[src/rtl/ifu_pkg.sv]
// rtl/ifu_pkg.sv - shared types and constants for the instruction fetch controller
package ifu_pkg;

    typedef enum logic [1:0] {
        IFU_IDLE,
        IFU_FETCH,
        IFU_HALT
    } ifu_state_e;

    localparam logic [31:0] PC_STEP = 32'd4;

    // One prefetch entry is {pc, instr}
    localparam int ENTRY_W = 64;

endpackage

[src/rtl/instr_fetch_ctrl_if.sv]
// rtl/instr_fetch_ctrl_if.sv - instruction memory and decode handshake bundle
interface instr_fetch_ctrl_if;

    logic        imem_req_o;
    logic [31:0] imem_addr_o;
    logic        imem_ready_i;
    logic        imem_rvalid_i;
    logic [31:0] imem_rdata_i;
    logic        instr_valid_o;
    logic        instr_ready_i;
    logic [31:0] instr_o;
    logic [31:0] pc_o;

    modport master (
        output imem_req_o,
        output imem_addr_o,
        input  imem_ready_i,
        input  imem_rvalid_i,
        input  imem_rdata_i,
        output instr_valid_o,
        input  instr_ready_i,
        output instr_o,
        output pc_o
    );

    modport slave (
        input  imem_req_o,
        input  imem_addr_o,
        output imem_ready_i,
        output imem_rvalid_i,
        output imem_rdata_i,
        input  instr_valid_o,
        output instr_ready_i,
        input  instr_o,
        input  pc_o
    );

endinterface

[src/rtl/ifu_fifo.sv]
// rtl/ifu_fifo.sv - show-ahead prefetch FIFO with flush
import ifu_pkg::*;

module ifu_fifo #(
    parameter int DEPTH = 4,
    parameter int CW    = $clog2(DEPTH) + 1
) (
    input  logic               clk_i,
    input  logic               rst_i,
    input  logic               push_i,
    input  logic [ENTRY_W-1:0] push_data_i,
    input  logic               pop_i,
    input  logic               flush_i,
    output logic [ENTRY_W-1:0] head_o,
    output logic [CW-1:0]      count_o,
    output logic               empty_o,
    output logic               full_o
);

    localparam int PW = $clog2(DEPTH);

    logic [ENTRY_W-1:0] mem_q [DEPTH];
    logic [PW-1:0]      wr_ptr_q, wr_ptr_d;
    logic [PW-1:0]      rd_ptr_q, rd_ptr_d;
    logic [CW-1:0]      count_q, count_d;
    logic               do_push, do_pop;

    assign empty_o = (count_q == '0);
    assign full_o  = (count_q == CW'(DEPTH));
    assign head_o  = mem_q[rd_ptr_q];
    assign count_o = count_q;

    // A pop frees a slot in the same cycle, so a full FIFO still accepts a push alongside a pop
    assign do_pop  = pop_i && !empty_o;
    assign do_push = push_i && (!full_o || do_pop);

    // Pointer and occupancy update; flush wins over everything
    always_comb begin
        wr_ptr_d = wr_ptr_q;
        rd_ptr_d = rd_ptr_q;
        count_d  = count_q;
        if (flush_i) begin
            wr_ptr_d = '0;
            rd_ptr_d = '0;
            count_d  = '0;
        end else begin
            if (do_push) wr_ptr_d = wr_ptr_q + PW'(1);
            if (do_pop)  rd_ptr_d = rd_ptr_q + PW'(1);
            count_d = count_q + CW'(do_push) - CW'(do_pop);
        end
    end

    // Control state registers
    always_ff @(posedge clk_i or negedge rst_i) begin
        if (!rst_i) begin
            wr_ptr_q <= '0;
            rd_ptr_q <= '0;
            count_q  <= '0;
        end else begin
            wr_ptr_q <= wr_ptr_d;
            rd_ptr_q <= rd_ptr_d;
            count_q  <= count_d;
        end
    end

    // Entry storage; contents are only observed through a valid head, so no reset
    always_ff @(posedge clk_i) begin
        if (do_push && !flush_i) begin
            mem_q[wr_ptr_q] <= push_data_i;
        end
    end

endmodule

[src/rtl/instr_fetch_ctrl.sv]
// rtl/instr_fetch_ctrl.sv - PC sequencing, credit-limited fetch and redirect handling
import ifu_pkg::*;

module instr_fetch_ctrl #(
    parameter logic [31:0] RESET_PC  = 32'h0,
    parameter int          DEPTH     = 4,
    parameter int          MEM_WORDS = 65
) (
    input  logic                      clk_i,
    input  logic                      rst_i,
    input  logic                      start_i,
    input  logic                      redirect_i,
    input  logic [31:0]               redirect_pc_i,
    instr_fetch_ctrl_if.master        bus,
    output logic                      halted_o
);

    localparam int CW = $clog2(DEPTH) + 1;
    localparam logic [CW:0] DEPTH_W = (CW+1)'(DEPTH);

    ifu_state_e         state_q, state_d;
    logic [31:0]        pc_q, pc_d;
    logic [31:0]        rsp_pc_q, rsp_pc_d;
    logic [CW-1:0]      outstanding_q, outstanding_d;
    logic [CW-1:0]      drop_q, drop_d;

    logic [ENTRY_W-1:0] fifo_head;
    logic [CW-1:0]      fifo_count;
    logic               fifo_empty, fifo_full;
    logic               in_range, credit_ok, req, accept, rsp_ok, push, pop;
    logic [31:0]        redirect_pc_al;

    assign redirect_pc_al = redirect_pc_i & ~32'h3;
    assign in_range  = (pc_q[31:2] < 30'(MEM_WORDS));
    // Every in-flight request owns a FIFO slot, so the FIFO can never overflow
    assign credit_ok = (({1'b0, outstanding_q} + {1'b0, fifo_count}) < DEPTH_W);
    assign req       = (state_q == IFU_FETCH) && !redirect_i && in_range && credit_ok;
    assign accept    = req && bus.imem_ready_i;
    // Stray responses with nothing outstanding (e.g. after reset) are ignored
    assign rsp_ok    = bus.imem_rvalid_i && (outstanding_q != '0);
    assign pop       = !fifo_empty && bus.instr_ready_i && !redirect_i;
    assign push      = rsp_ok && (drop_q == '0) && !redirect_i && (!fifo_full || pop);

    assign bus.imem_req_o    = req;
    assign bus.imem_addr_o   = pc_q;
    assign bus.instr_valid_o = !fifo_empty;
    assign bus.instr_o       = fifo_empty ? 32'h0 : fifo_head[31:0];
    assign bus.pc_o          = fifo_empty ? 32'h0 : fifo_head[63:32];
    assign halted_o          = (state_q == IFU_HALT) && fifo_empty && (outstanding_q == '0);

    ifu_fifo #(
        .DEPTH (DEPTH),
        .CW    (CW)
    ) u_fifo (
        .clk_i       (clk_i),
        .rst_i       (rst_i),
        .push_i      (push),
        .push_data_i ({rsp_pc_q, bus.imem_rdata_i}),
        .pop_i       (pop),
        .flush_i     (redirect_i),
        .head_o      (fifo_head),
        .count_o     (fifo_count),
        .empty_o     (fifo_empty),
        .full_o      (fifo_full)
    );

    // Next state, PC and credit/drop bookkeeping; redirect overrides normal progress
    always_comb begin
        state_d       = state_q;
        pc_d          = pc_q;
        rsp_pc_d      = rsp_pc_q;
        outstanding_d = outstanding_q;
        drop_d        = drop_q;
        if (redirect_i) begin
            pc_d          = redirect_pc_al;
            rsp_pc_d      = redirect_pc_al;
            // Everything still in flight belongs to the old path and must be discarded
            outstanding_d = outstanding_q - CW'(rsp_ok);
            drop_d        = outstanding_q - CW'(rsp_ok);
            if (state_q != IFU_IDLE) state_d = IFU_FETCH;
        end else begin
            case (state_q)
                IFU_IDLE:  if (start_i)   state_d = IFU_FETCH;
                IFU_FETCH: if (!in_range) state_d = IFU_HALT;
                IFU_HALT:  state_d = IFU_HALT;
                default:   state_d = IFU_IDLE;
            endcase
            if (accept) pc_d = pc_q + PC_STEP;
            outstanding_d = outstanding_q + CW'(accept) - CW'(rsp_ok);
            if (rsp_ok) begin
                if (drop_q != '0) drop_d   = drop_q - CW'(1);
                else              rsp_pc_d = rsp_pc_q + PC_STEP;
            end
        end
    end

    // Controller state registers
    always_ff @(posedge clk_i or negedge rst_i) begin
        if (!rst_i) begin
            state_q       <= IFU_IDLE;
            pc_q          <= RESET_PC;
            rsp_pc_q      <= RESET_PC;
            outstanding_q <= '0;
            drop_q        <= '0;
        end else begin
            state_q       <= state_d;
            pc_q          <= pc_d;
            rsp_pc_q      <= rsp_pc_d;
            outstanding_q <= outstanding_d;
            drop_q        <= drop_d;
        end
    end

endmodule

[src/flat_wrapper.sv]
// flat-port wrapper written by rule: the top's interface ports become plain ports
module instr_fetch_ctrl_flat 
#(
    parameter logic [31:0] RESET_PC  = 32'h0,
    parameter int          DEPTH     = 4,
    parameter int          MEM_WORDS = 65
)
  (clk_i, rst_i, start_i, redirect_i, redirect_pc_i, halted_o, bus_imem_req_o, bus_imem_addr_o, bus_imem_ready_i, bus_imem_rvalid_i, bus_imem_rdata_i, bus_instr_valid_o, bus_instr_ready_i, bus_instr_o, bus_pc_o);
  instr_fetch_ctrl_if bus_i ();
  input  logic clk_i;
  input  logic rst_i;
  input  logic start_i;
  input  logic redirect_i;
  input  logic [31:0] redirect_pc_i;
  output logic halted_o;
  output wire logic [$bits(bus_i.imem_req_o)-1:0] bus_imem_req_o;
  output wire logic [$bits(bus_i.imem_addr_o)-1:0] bus_imem_addr_o;
  input wire logic [$bits(bus_i.imem_ready_i)-1:0] bus_imem_ready_i;
  input wire logic [$bits(bus_i.imem_rvalid_i)-1:0] bus_imem_rvalid_i;
  input wire logic [$bits(bus_i.imem_rdata_i)-1:0] bus_imem_rdata_i;
  output wire logic [$bits(bus_i.instr_valid_o)-1:0] bus_instr_valid_o;
  input wire logic [$bits(bus_i.instr_ready_i)-1:0] bus_instr_ready_i;
  output wire logic [$bits(bus_i.instr_o)-1:0] bus_instr_o;
  output wire logic [$bits(bus_i.pc_o)-1:0] bus_pc_o;
  assign bus_imem_req_o = bus_i.imem_req_o;
  assign bus_imem_addr_o = bus_i.imem_addr_o;
  assign bus_i.imem_ready_i = bus_imem_ready_i;
  assign bus_i.imem_rvalid_i = bus_imem_rvalid_i;
  assign bus_i.imem_rdata_i = bus_imem_rdata_i;
  assign bus_instr_valid_o = bus_i.instr_valid_o;
  assign bus_i.instr_ready_i = bus_instr_ready_i;
  assign bus_instr_o = bus_i.instr_o;
  assign bus_pc_o = bus_i.pc_o;
  instr_fetch_ctrl #(.RESET_PC(RESET_PC), .DEPTH(DEPTH), .MEM_WORDS(MEM_WORDS)) u_core (.clk_i(clk_i), .rst_i(rst_i), .start_i(start_i), .redirect_i(redirect_i), .redirect_pc_i(redirect_pc_i), .bus(bus_i), .halted_o(halted_o));
endmodule
[config.mk]
export PLATFORM = sky130hd
export DESIGN_NAME = instr_fetch_ctrl_flat
export DESIGN_NICKNAME = d
export VERILOG_FILES = /design/src/rtl/ifu_pkg.sv /design/src/rtl/instr_fetch_ctrl_if.sv /design/src/rtl/ifu_fifo.sv /design/src/rtl/instr_fetch_ctrl.sv /design/src/flat_wrapper.sv
export SDC_FILE = /design/constraint.sdc
export NUM_CORES = 1
export LEC_CHECK = 0
export CORE_MARGIN = 1.5
export CORE_UTILIZATION = 37
export DETAILED_ROUTE_END_ITERATION = 8
export DONT_BUFFER_PORTS = 1
export PLACE_DENSITY = 0.59
export SYNTH_ARGS = -nofsm -noshare
export SYNTH_HDL_FRONTEND = slang
export SYNTH_HIERARCHICAL = 1
export SYNTH_SLANG_ARGS = --single-unit
export TNS_END_PERCENT = 50
[constraint.sdc]
create_clock -name clk_i -period 4.9 [get_ports clk_i]
set_input_delay 1.47 -clock clk_i [delete_from_list [all_inputs] [get_ports clk_i]]
set_output_delay 1.47 -clock clk_i [all_outputs]
set_load 0.02 [all_outputs]
-- After elaboration in Yosys (flattened, before gate mapping)
Memory sizes are Yosys's and may differ from the RTL's.
Cells that the tools add are included.
- flip-flop bits (word level): 79
- RAM bits: 256
- word-level logic and storage cells: 87
- memories: 1
- add/sub/neg operators: 11
- order comparisons: 2
- eq/ne operators: 7
- mux-type cells: 23
- reductions and logical operators: 35
- memory list (memory ; words ; bits a word ; read ports ; clocked after memory_dff ; write ports ; line ; RTL):
    u_core.u_fifo.mem_q ; 4 ; 64 ; 1 ; 0 ; 1 ; ifu_fifo.sv:22 ; logic [ENTRY_W-1:0] mem_q [DEPTH];
- operator list (operator ; number):
    2-to-1 mux 32 bit ; 7
    adder 32 x 3 -> 32 bit, second input constant ; 2
    less-than comparator 30 x 7 -> 1 bit, second input constant ; 1
    2-to-1 mux 2 bit ; 8
    logical AND 1 bit ; 15
    2-to-1 mux 3 bit ; 5
    nonzero test 2 bit ; 6
    zero test 3 bit ; 3
    subtractor 3 x 1 -> 3 bit ; 3
    adder 3 x 1 -> 3 bit ; 2
    != test 3 bit, second input constant ; 2
    one-hot mux 2 bit (3 select lines) ; 1
    nonzero test 3 bit ; 2
    adder 2 x 1 -> 2 bit, second input constant ; 2
    adder 3 x 3 -> 4 bit ; 1
    less-than comparator 4 x 3 -> 1 bit, second input constant ; 1
    AND reduction 2 bit ; 2
    == test 3 bit, second input constant ; 1
    zero test 1 bit ; 3
    AND reduction 3 bit ; 1
    subtractor 3 x 1 -> 3 bit, second input constant ; 1
    == test 2 x 1 -> 1 bit, second input constant ; 1
    == test 2 bit, second input constant ; 1
    zero test 2 bit ; 1
    4 further kinds ; 6

-- Longest topological paths before layout
Gate-level depths: netlist (run 1).
- depth after elaboration: 10
- depth in mapped cells: 14
- depth with buffers taken out: 13

-- By module
Netlist (run 1), hierarchy kept.
- by module, submodules not included (module ; instances ; cells an instance ; area each (µm²) ; sequential area each (µm²)):
    ifu_fifo ; 1 ; 379 ; 9718.1 ; 7862.5
    instr_fetch_ctrl ; 1 ; 473 ; 4157.7 ; 1701.6

-- Least setup slack after synthesis (run 1)
No wires, ideal clock.
- path kind: input port to flip-flop
- start: in redirect_i
- end: mem u_core.u_fifo.mem_q[1][0], enable pin
- library setup time: 0.429 ns
- arrival time: 4.219 ns
- setup slack: 0.252 ns
- stages: 7
- buffers on the path: 3
- cells stage by stage: clkbuf_1 -> clkbuf_1 -> clkbuf_1 -> nor2_1 -> nor4b_4 -> nor3b_1 -> and2_1
- word-level cells in the longest chain between the ends: 8
- RTL lines (item ; line ; RTL):
    start, declared ; flat_wrapper.sv:13 ; input logic redirect_i;
    zero test 1 bit (*) ; instr_fetch_ctrl.sv:41 ; assign pop = !fifo_empty && bus.instr_ready_i && !redirect_i;
    logical AND 1 bit (*) ; instr_fetch_ctrl.sv:41 ;
    net u_core.pop ; instr_fetch_ctrl.sv:30 ; logic in_range, credit_ok, req, accept, rsp_ok, push, pop;
    logical OR 1 bit / logical AND 1 bit (equally long branches) ; instr_fetch_ctrl.sv:42, ifu_fifo.sv:34 ;
    logical AND 1 bit / logical OR 1 bit (equally long branches) ; instr_fetch_ctrl.sv:42, ifu_fifo.sv:35 ;
    logical AND 1 bit (*) ; ifu_fifo.sv:35 ; assign do_push = push_i && (!full_o || do_pop);
    logical AND 1 bit (*) ; ifu_fifo.sv:68 ; if (do_push && !flush_i) begin
    2-to-1 mux 1 bit (*) ; ifu_fifo.sv:68 ;
    2-to-1 mux 1 bit (not written as such) (*) ; ifu_fifo.sv:69 ; mem_q[wr_ptr_q] <= push_data_i;
    end, declared ; ifu_fifo.sv:22 ;
Mark *: on every way through the listed nets, which the timed path passes. The rest lies on a longest branch.

-- Final worst setup path (run 1)
- start: in redirect_i
- end: out bus_imem_req_o
- word-level cells in the longest chain between the ends: 4
- RTL lines (item ; line ; RTL):
    zero test 1 bit ; instr_fetch_ctrl.sv:37 ; assign req = (state_q == IFU_FETCH) && !redirect_i && in_range && credit_ok;
    logical AND 1 bit (3 in series) ; instr_fetch_ctrl.sv:37 ;
    end, declared ; flat_wrapper.sv:16 ; output wire logic [$bits(bus_i.imem_req_o)-1:0] bus_imem_req_o;
Every way passes these cells.

==> results.sh, run 1 <==
export IMPL_cts_resized_gates=0
export IMPL_p_per_area_mw_per_mm2=418
export IMPL_path_buf_inv=0
export IMPL_cp_required_ns=3.43
export IMPL_multiInputGateArea_mm2=0.00399
export IMPL_htreeDepth=2
export IMPL_synth_top_cell_area_share_pct=55.4
export IMPL_synthFlopType="edfxtp_1"
export IMPL_seqCellArea_mm2=0.00957
export IMPL_path_clk_slew_ns=0.06
export IMPL_post_dp_hpwl_mm=18.3
export IMPL_crit_chain="nor4b_1 > nand4_1 > nor3_1 > and3_1"
export IMPL_slowest_stage="nor3_1"
export IMPL_cts_buffer_depth=3
export IMPL_synth_compound_area_share_pct=3.44
export IMPL_clock_latency_ns=0.54
export IMPL_yosysWarnings=6
export IMPL_vias=7215
export IMPL_diodes=0
export IMPL_nFillCells=3252
export IMPL_cts_inserted_buffers=37
export IMPL_startpoint="redirect_i"
export IMPL_die_h_um=197
export IMPL_cp_end_kind="output port"
export IMPL_rsz0062_at_grt="false"
export IMPL_hold_class="reg -> reg"
export IMPL_max_stage_delay_ns=0.44
export IMPL_cts_setup_buffers=0
export IMPL_syn_inst=852
export IMPL_synth_top_family_by_area="multiplexers"
export IMPL_grt_max_degree=112
export IMPL_drv_cap=0
export IMPL_crit_fanout=111
export IMPL_syn_avg_cell_area_um2=16.3
export IMPL_die_area_mm2=0.0387
export IMPL_initial_core_util_pct=37.7
export IMPL_grt_pass1_wl_mm=44.8
export IMPL_syn_cell_area_mm2=0.0139
export IMPL_yosysTopAreaCell="edfxtp_1"
export IMPL_layout_drive_gt1_share_pct=18.7
export IMPL_detail_route_wl_per_cell_um=21.4
export IMPL_start_kind="input port"
export IMPL_floorplan_rows=70
export IMPL_viasPerCell=5.24
export IMPL_worstSetupPathType="in -> out"
export IMPL_nNetsFinal=972
export IMPL_grt_overflow_total=0
export IMPL_ys_seq_area_share_pct=68.9
export IMPL_grt_usage_pct=15.5
export IMPL_grt_pass1_vias=7548
export IMPL_max_vdd_ir_drop_uv=296
export IMPL_synth_edff_count=256
export IMPL_ys_types=57
export IMPL_synth_fa_ha_area_share_pct=2.00
export IMPL_syn_to_final_growth_pct=13.6
export IMPL_hold_start="u_core/state_q[1]"
export IMPL_synth_seq_cells=331
export IMPL_worstPathArrival_ns=2.77
export IMPL_utilization_pct=42.9
export IMPL_cts_tree="done"
export IMPL_setup_violations=0
export IMPL_finalSetupTns_ns=0
export IMPL_design_portCount=170
export IMPL_ctsHoldBuffers=0
export IMPL_core_area_mm2=0.0368
export IMPL_critical_path_top_delay_family="simple AND/OR/NAND/NOR gates"
export IMPL_fin_crit_sh_pct=86.5
export IMPL_max_freq_mhz=236
export IMPL_drtPass1Iterations=4
export IMPL_clkSinkCount=331
export IMPL_drc=0
export IMPL_die_w_um=197
export IMPL_mostFrequentLayoutCell="edfxtp_1"
export IMPL_post_place_cells=1309
export IMPL_final_antenna_net_count=0
export IMPL_synth_xor_area_share_pct=2.08
export IMPL_post_route_min_period_ns=4.24
export IMPL_slew_headroom_pct=44.2
export IMPL_cts_root_buf="clkbuf_16"
export IMPL_gp_congestion=0.792
export IMPL_status="finished clean"
export IMPL_post_synth_and_or_nand_nor_area_fraction_pct=9.57
export IMPL_routed_wl_mm=29.5
export IMPL_r2r_start="u_core/u_fifo/count_o[1]"
export IMPL_drv_slew=0
export IMPL_synthMuxAreaShare_pct=11.3
export IMPL_ys_async_sr_fraction_pct=22.7
export IMPL_leakagePower_nw=5.32
export IMPL_finalHoldViolations=0
export IMPL_antenna_found_initial=1
export IMPL_worstMarginPinSlew_ns=0.837
export IMPL_final_cell_mix="256 x edfxtp_1, 73 x dfrtp_1, 66 x nor2b_1"
export IMPL_fin_skew_ns=0.0105
export IMPL_io_buffers=0
export IMPL_layoutNonFillerInstCount=1376
export IMPL_synthTopCellsByArea="edfxtp_1 55%, dfrtp_1 14%, mux4_2 10%, nor2b_1 3.0%, o21ai_0 1.8%"
export IMPL_drt_initial_drc_count=333
-- layer usage --
metal  vias to the layer above  global-route usage [%]  part of all wire, %
li1                       3287                       -                    -
met4                         0                    4.52                  2.1
met2                       241                    23.9                   45
met5                         -                       0                    0
met3                        43                    5.03                  7.8
met1                      3644                    20.9                   45
-- worst register-to-register path: stages (launching register included) --
cell       delay [ns]
dfrtp_1          0.59
nor3_2           0.11
inv_1            0.21
nand2_1          0.16
a2111oi_0        0.66
nor3b_1          0.58
and2_4           0.51
buf_4            0.36
-- cell families (layout without fill, tap and decap cells) --
logic type | Yosys count | after routing
flops | 331 | 331
simple gates | 226 | 226
buf+inv | 83 | 130
compound gates | 82 | 82
mux | 75 | 75
xor+xnor | 33 | 33
fa+ha+maj | 21 | 21
other cells | 1 | 10
-- registers in the layout, summed over array words and instances (netlist names) --
name	flops
u_core/state_q	2
u_core/u_fifo/mem_q	256
u_core/bus.imem_addr_o	30
u_core/u_fifo/rd_ptr_q	2
u_core/rsp_pc_q	30
u_core/outstanding_q	3
u_core/u_fifo/count_o	3
u_core/drop_q	3
u_core/u_fifo/wr_ptr_q	2
-- power breakdown --
group,leakage [nW],internal (mW),switching (mW)
Sequential,3.22,3.15,0.162
Clock,0.612,1.71,1.10
Combinational,1.49,0.178,0.295
-- per-stage QoR --
| step | hold slack [ns] | power (mW) | area, µm² | setup slack, ns |
|---|---|---|---|---|
| 3_5_place_dp | 0.546 | 3.85 | 14500 | 0.725 |
| 6_report | 0.566 | 6.60 | 15800 | 0.662 |
| 3_3_place_gp | 0.551 | 3.84 | 14500 | 0.743 |
| 4_1_cts | 0.560 | 6.71 | 15800 | 0.722 |
| 5_1_grt | 0.591 | 6.87 | 15800 | 0.531 |
| 2_1_floorplan | 0.497 | 3.72 | 13900 | 0.252 |
-- Yosys cell counts (5+ instances only) --
master and n:
mux2_2 5, nor3_1 8, nand2_1 47, buf_2 7
clkbuf_1 20, o21ai_0 51, buf_6 5, nor2b_1 66
inv_1 46, nand3_1 18, edfxtp_1 256, nor2_1 20
xor2_1 22, and2_1 7, o21ai_1 5, nand4_1 15
dfrtp_1 75, nor4_2 8, nor4_1 7, ha_1 19
mux2i_1 5, and3_1 8, a21oi_1 5, xnor2_1 11
mux4_2 64
-- path summary, 6_finish.rpt --
check	slack [ns]	cells past startpoint	endpoint
worst max-delay path	0.66	4	bus_imem_req_o
worst min register to register	0.57	2	u_core/state_q[1]
min in group asynchronous	0.63	0	u_core/bus.imem_addr_o[29]
max in group asynchronous	4.15	0	u_core/u_fifo/rd_ptr_q[1]
worst max register to register	1.40	7	u_core/u_fifo/mem_q[0][11]
worst min-delay path	0.57	2	u_core/state_q[1]
-- cell type report --
class / instances / area share (%)
Sequential cell: 331 / 60.7
Multi-Input combinational cell: 447 / 25.3
Clock buffer: 46 / 6.55
Tap cell: 468 / 3.71
Clock inverter: 21 / 1.35
Timing Repair Buffer: 17 / 1.29
Inverter: 46 / 1.10
No activity file was read; power rests on OpenSTA's default activity.
==> run 2: changes to the inputs <==
MAX_ROUTING_LAYER = met4   (was default)
==> run 2 against run 1 <==
Effect of this change: final area unchanged; routed wire length about the same; critical endpoint unchanged; largest power group unchanged; non-clock buffer count unchanged; highest routed layer unchanged; critical path type unchanged.
==> results.sh, run 2 (synthesis results as in run 1) <==
export IMPL_worstPathArrival_ns=2.78
export IMPL_cp_end_kind="output port"
export IMPL_final_cell_area_mm2=0.0158
export IMPL_die_area_mm2=0.0387
export IMPL_setup_violations=0
export IMPL_p_switching_mw=1.56
export IMPL_grt_overflow_total=0
export IMPL_path_buf_inv=0
export IMPL_drtPass1Iterations=5
export IMPL_vias=7207
export IMPL_drc=0
export IMPL_rsz0062_at_grt="false"
export IMPL_leakagePower_nw=5.32
export IMPL_finalPower_mw=6.60
export IMPL_routed_wl_mm=29.5
export IMPL_antenna_found_initial=1
export IMPL_io_buffers=0
export IMPL_drv_slew=0
export IMPL_fin_crit_sh_pct=86.7
export IMPL_max_freq_mhz=235
export IMPL_finalSetupTns_ns=0
export IMPL_die_h_um=197
export IMPL_switching_share_pct=23.7
export IMPL_largest_reg_flops=256
export IMPL_power_share_clock_pct=42.6
export IMPL_initial_core_util_pct=37.7
export IMPL_critical_path_top_delay_family="simple AND/OR/NAND/NOR gates"
export IMPL_worstMarginPinSlew_ns=0.879
export IMPL_path_clk_slew_ns=0.06
export IMPL_ctsHoldBuffers=0
export IMPL_power_frac_seq_pct=50.2
export IMPL_cp_required_ns=3.43
export IMPL_crit_fanout=111
export IMPL_post_place_cells=1309
export IMPL_crit_chain="nor4b_1 > nand4_1 > nor3_1 > and3_1"
export IMPL_cts_setup_buffers=0
export IMPL_diodes=0
export IMPL_clkSinkCount=331
export IMPL_detail_route_wl_per_cell_um=21.4
export IMPL_worstSetupPathType="in -> out"
export IMPL_cts_resized_gates=0
export IMPL_slowest_stage="nor3_1"
export IMPL_cts_tree="done"
export IMPL_floorplan_rows=70
export IMPL_gp_congestion=0.806
export IMPL_top_register="u_core/u_fifo/mem_q"
export IMPL_status="finished clean"
export IMPL_grt_pass1_wl_mm=44.8
export IMPL_viasPerCell=5.24
export IMPL_design_portCount=170
export IMPL_mostFrequentLayoutCell="edfxtp_1"
export IMPL_cts_inserted_buffers=37
export IMPL_post_dp_hpwl_mm=18.3
export IMPL_p_int_mw=5.04
export IMPL_start_kind="input port"
export IMPL_nFillCells=3252
export IMPL_cts_root_buf="clkbuf_16"
export IMPL_die_w_um=197
export IMPL_p_per_area_mw_per_mm2=419
export IMPL_grt_usage_pct=15.9
export IMPL_clock_latency_ns=0.54
export IMPL_post_route_min_period_ns=4.25
export IMPL_slew_headroom_pct=40.8
export IMPL_max_vdd_ir_drop_uv=299
export IMPL_grt_max_degree=112
export IMPL_hold_class="reg -> reg"
export IMPL_drt_initial_drc_count=347
export IMPL_multiInputGateArea_mm2=0.00399
export IMPL_finalHoldViolations=0
export IMPL_utilization_pct=42.9
export IMPL_layout_drive_gt1_share_pct=18.7
export IMPL_placed_area_mm2=0.0145
export IMPL_combPwrFrac_pct=7.2
export IMPL_drv_cap=0
export IMPL_core_area_mm2=0.0368
export IMPL_grt_pass1_vias=7561
export IMPL_htreeDepth=2
export IMPL_final_cell_mix="256 x edfxtp_1, 73 x dfrtp_1, 66 x nor2b_1"
export IMPL_final_antenna_net_count=0
export IMPL_seqCellArea_mm2=0.00957
export IMPL_fin_skew_ns=0.0106
export IMPL_max_stage_delay_ns=0.44
export IMPL_syn_to_final_growth_pct=13.6
export IMPL_nNetsFinal=972
export IMPL_layoutNonFillerInstCount=1376
export IMPL_cts_buffer_depth=3
-- run 2: final timing paths --
path | startpoint | end | slack [ns] | cells after the start
hold reg to reg | u_core/state_q[1] | u_core/state_q[1] | 0.56 | 2
hold / removal | u_core/state_q[1] | u_core/state_q[1] | 0.56 | 2
setup reg to reg | u_core/u_fifo/count_o[1] | u_core/u_fifo/mem_q[0][11] | 1.42 | 7
setup / recovery | redirect_i | bus_imem_req_o | 0.65 | 4
max in group asynchronous | rst_i | u_core/rsp_pc_q[16] | 4.14 | 0
min in group asynchronous | rst_i | u_core/bus.imem_addr_o[29] | 0.63 | 0
-- run 2: power groups by stage --
stage	sequential (mW)	combinational, mW	clock [mW]
3_5_place_dp	3.37	0.478	0
4_1_cts	3.31	0.481	2.91
2_1_floorplan	3.33	0.390	0
3_3_place_gp	3.37	0.472	0
5_1_grt	3.33	0.536	3.00
6_report	3.31	0.473	2.81
-- run 2: final cells by class --
| type | instances | share of cell area [%] |
|---|---|---|
| multi-input combinational | 447 | 25.3 |
| sequential | 331 | 60.7 |
| timing repair buffer | 17 | 1.29 |
| tap | 468 | 3.71 |
| clock inverter | 21 | 1.35 |
| inverter | 46 | 1.10 |
| clock buffer | 46 | 6.55 |
-- run 2: routing by layer --
layer	vias to the layer above	global-route usage, %	routed length [µm]
met2	238	23.9	13300
li1	3280	-	-
met5	-	-	0
met4	0	4.52	603
met1	3644	21.1	13400
met3	45	4.65	2160
-- run 2: through the flow --
| step | setup WS (ns) | hold slack (ns) |
|---|---|---|
| 2_1_floorplan | 0.252 | 0.497 |
| 3_3_place_gp | 0.743 | 0.551 |
| 3_5_place_dp | 0.725 | 0.546 |
| 4_1_cts | 0.722 | 0.560 |
| 5_1_grt | 0.534 | 0.593 |
| 6_report | 0.651 | 0.564 |
-- run 2: worst register-to-register path: cells and delay by family (launching register included) --
| family | cells | cell delay (ns) |
|---|---|---|
| AND/OR/NAND/NOR | 4 | 1.34 |
| buffers and inverters | 2 | 0.56 |
| AO/OA/AOI/OAI | 1 | 0.66 |
| flip-flops | 1 | 0.59 |
==> run 3: changes to the inputs <==
ABC_CLOCK_PERIOD_IN_PS = 4900   (was default)
PLACE_DENSITY = 0.51   (was 0.59)
==> run 3 against run 2 <==
Effect of this change: global-route usage rose by 0.51 points; maximum frequency rose by 0.22%; register-to-register slack got worse by 0.02 ns; sequential power barely moved; via count fell by 0.49%; sequential cell count did not move; non-clock buffer count fell by 1; sequential share of layout area rose by 0.24 points; clock skew rose by 0.0027 ns; routed wire length rose by 2.0%; critical path type unchanged; critical endpoint unchanged; largest cell class unchanged.
==> results.sh, run 3 (synthesis results as in run 1) <==
export IMPL_status="finished clean"
export IMPL_drv_slew=0
export IMPL_routed_wl_mm=30.1
export IMPL_io_buffers=0
export IMPL_slowest_stage="nor3_1"
export IMPL_die_area_mm2=0.0387
export IMPL_finalHoldViolations=0
export IMPL_post_place_cells=1308
export IMPL_largest_reg_flops=256
export IMPL_detail_route_wl_per_cell_um=21.9
export IMPL_drv_cap=0
export IMPL_cts_buffer_depth=3
export IMPL_worstHoldPathCells=2
export IMPL_r2r_slack_ns=1.40
export IMPL_setup_violations=0
export IMPL_layout_drive_gt1_share_pct=18.0
export IMPL_cts_setup_buffers=0
export IMPL_final_cell_area_mm2=0.0157
export IMPL_crit_fanout=111
export IMPL_cts_root_buf="clkbuf_16"
export IMPL_path_clk_slew_ns=0.06
export IMPL_worstPathArrival_ns=2.77
export IMPL_cts_resized_gates=0
export IMPL_drt_initial_drc_count=365
export IMPL_grt_use_met2_pct=24.3
export IMPL_rsz0062_at_grt="false"
export IMPL_syn_to_final_growth_pct=13.2
export IMPL_crit_chain="nor4b_1 > nand4_1 > nor3_1 > and3_1"
export IMPL_max_freq_mhz=236
export IMPL_max_vdd_ir_drop_uv=234
export IMPL_fin_hold_ws_ns=0.562
export IMPL_finalSetupTns_ns=0
export IMPL_mostFrequentLayoutCell="edfxtp_1"
export IMPL_worstMarginPinSlew_ns=0.833
export IMPL_die_h_um=197
export IMPL_ctsHoldBuffers=0
export IMPL_cp_required_ns=3.43
export IMPL_drc=0
export IMPL_clkSinkCount=331
export IMPL_core_area_mm2=0.0368
export IMPL_top_usage_layer="met2"
export IMPL_diodes=0
export IMPL_hold_class="reg -> reg"
export IMPL_fin_skew_ns=0.0133
export IMPL_top_register="u_core/u_fifo/mem_q"
export IMPL_grt_max_degree=112
export IMPL_p_per_area_mw_per_mm2=415
export IMPL_cts_tree="done"
export IMPL_layoutNonFillerInstCount=1375
export IMPL_antenna_found_initial=0
export IMPL_start_kind="input port"
export IMPL_drtPass1Iterations=4
export IMPL_hold_start="u_core/state_q[1]"
export IMPL_floorplan_rows=70
export IMPL_r2r_worst_path_cells=7
export IMPL_initial_core_util_pct=37.7
export IMPL_r2r_start="u_core/u_fifo/count_o[1]"
export IMPL_vias=7172
export IMPL_die_w_um=197
export IMPL_gp_congestion=0.768
export IMPL_htreeDepth=2
export IMPL_place_ws_ns=0.672
export IMPL_cp_end_kind="output port"
export IMPL_grt_pass1_wl_mm=46.4
export IMPL_use_met1_pct=22.0
export IMPL_leakagePower_nw=5.27
export IMPL_finalPower_mw=6.52
export IMPL_worst_slack_ns=0.661
export IMPL_fin_crit_sh_pct=86.5
export IMPL_clock_latency_ns=0.54
export IMPL_grt_overflow_total=0
export IMPL_post_dp_hpwl_mm=18.9
export IMPL_whs_endpoint="u_core/state_q[1]"
export IMPL_design_portCount=170
export IMPL_rr_endpoint="u_core/u_fifo/mem_q[1][20]"
export IMPL_final_cell_mix="256 x edfxtp_1, 73 x dfrtp_1, 66 x nor2b_1"
export IMPL_post_route_min_period_ns=4.24
export IMPL_final_antenna_net_count=0
export IMPL_nNetsFinal=971
export IMPL_viasPerCell=5.22
export IMPL_placed_area_mm2=0.0145
export IMPL_grt_use_met3_pct=4.45
export IMPL_worstSetupPathType="in -> out"
export IMPL_grt_usage_pct=16.4
export IMPL_max_stage_delay_ns=0.45
export IMPL_cts_inserted_buffers=37
export IMPL_grt_pass1_vias=7559
export IMPL_slew_headroom_pct=44.0
export IMPL_utilization_pct=42.7
## run 3: worst max-delay path: cells and delay by family
family	cells	cell delay (ns)
simple gates	4	1.28
## run 3: layout make-up
cell class                      instances  area [µm²]
Tap cell                              468         586
Timing Repair Buffer                   16         195
Clock inverter                         22         193
Inverter                               46         173
Sequential cell                       331        9570
Fill cell                            3301       21100
Clock buffer                           45         998
Multi-Input combinational cell        447        3990
## run 3: report_power, final
| part | internal [mW] | switching (mW) | total, mW |
|---|---|---|---|
| Sequential | 3.15 | 0.168 | 3.32 |
| Clock | 1.61 | 1.11 | 2.72 |
| Combinational | 0.179 | 0.298 | 0.477 |
## run 3: worst max path at each step
stage,endpoint,cells past startpoint,start
2_1_floorplan,u_core/u_fifo/mem_q[1][0],7,redirect_i
3_3_place_gp,bus_imem_req_o,4,redirect_i
5_1_grt,bus_imem_req_o,5,u_core/bus.imem_addr_o[26]
6_report,bus_imem_req_o,4,redirect_i
4_1_cts,bus_imem_req_o,5,u_core/bus.imem_addr_o[26]
3_5_place_dp,bus_imem_req_o,4,redirect_i
## run 3: layer usage
layer / share of wire (%) / vias to the layer above / wire length, µm
met1: 47 / 3649 / 14000
li1: - / 3278 / -
met4: 2.0 / 0 / 593
met5: 0 / - / 0
met2: 45 / 197 / 13600
met3: 6.1 / 48 / 1840
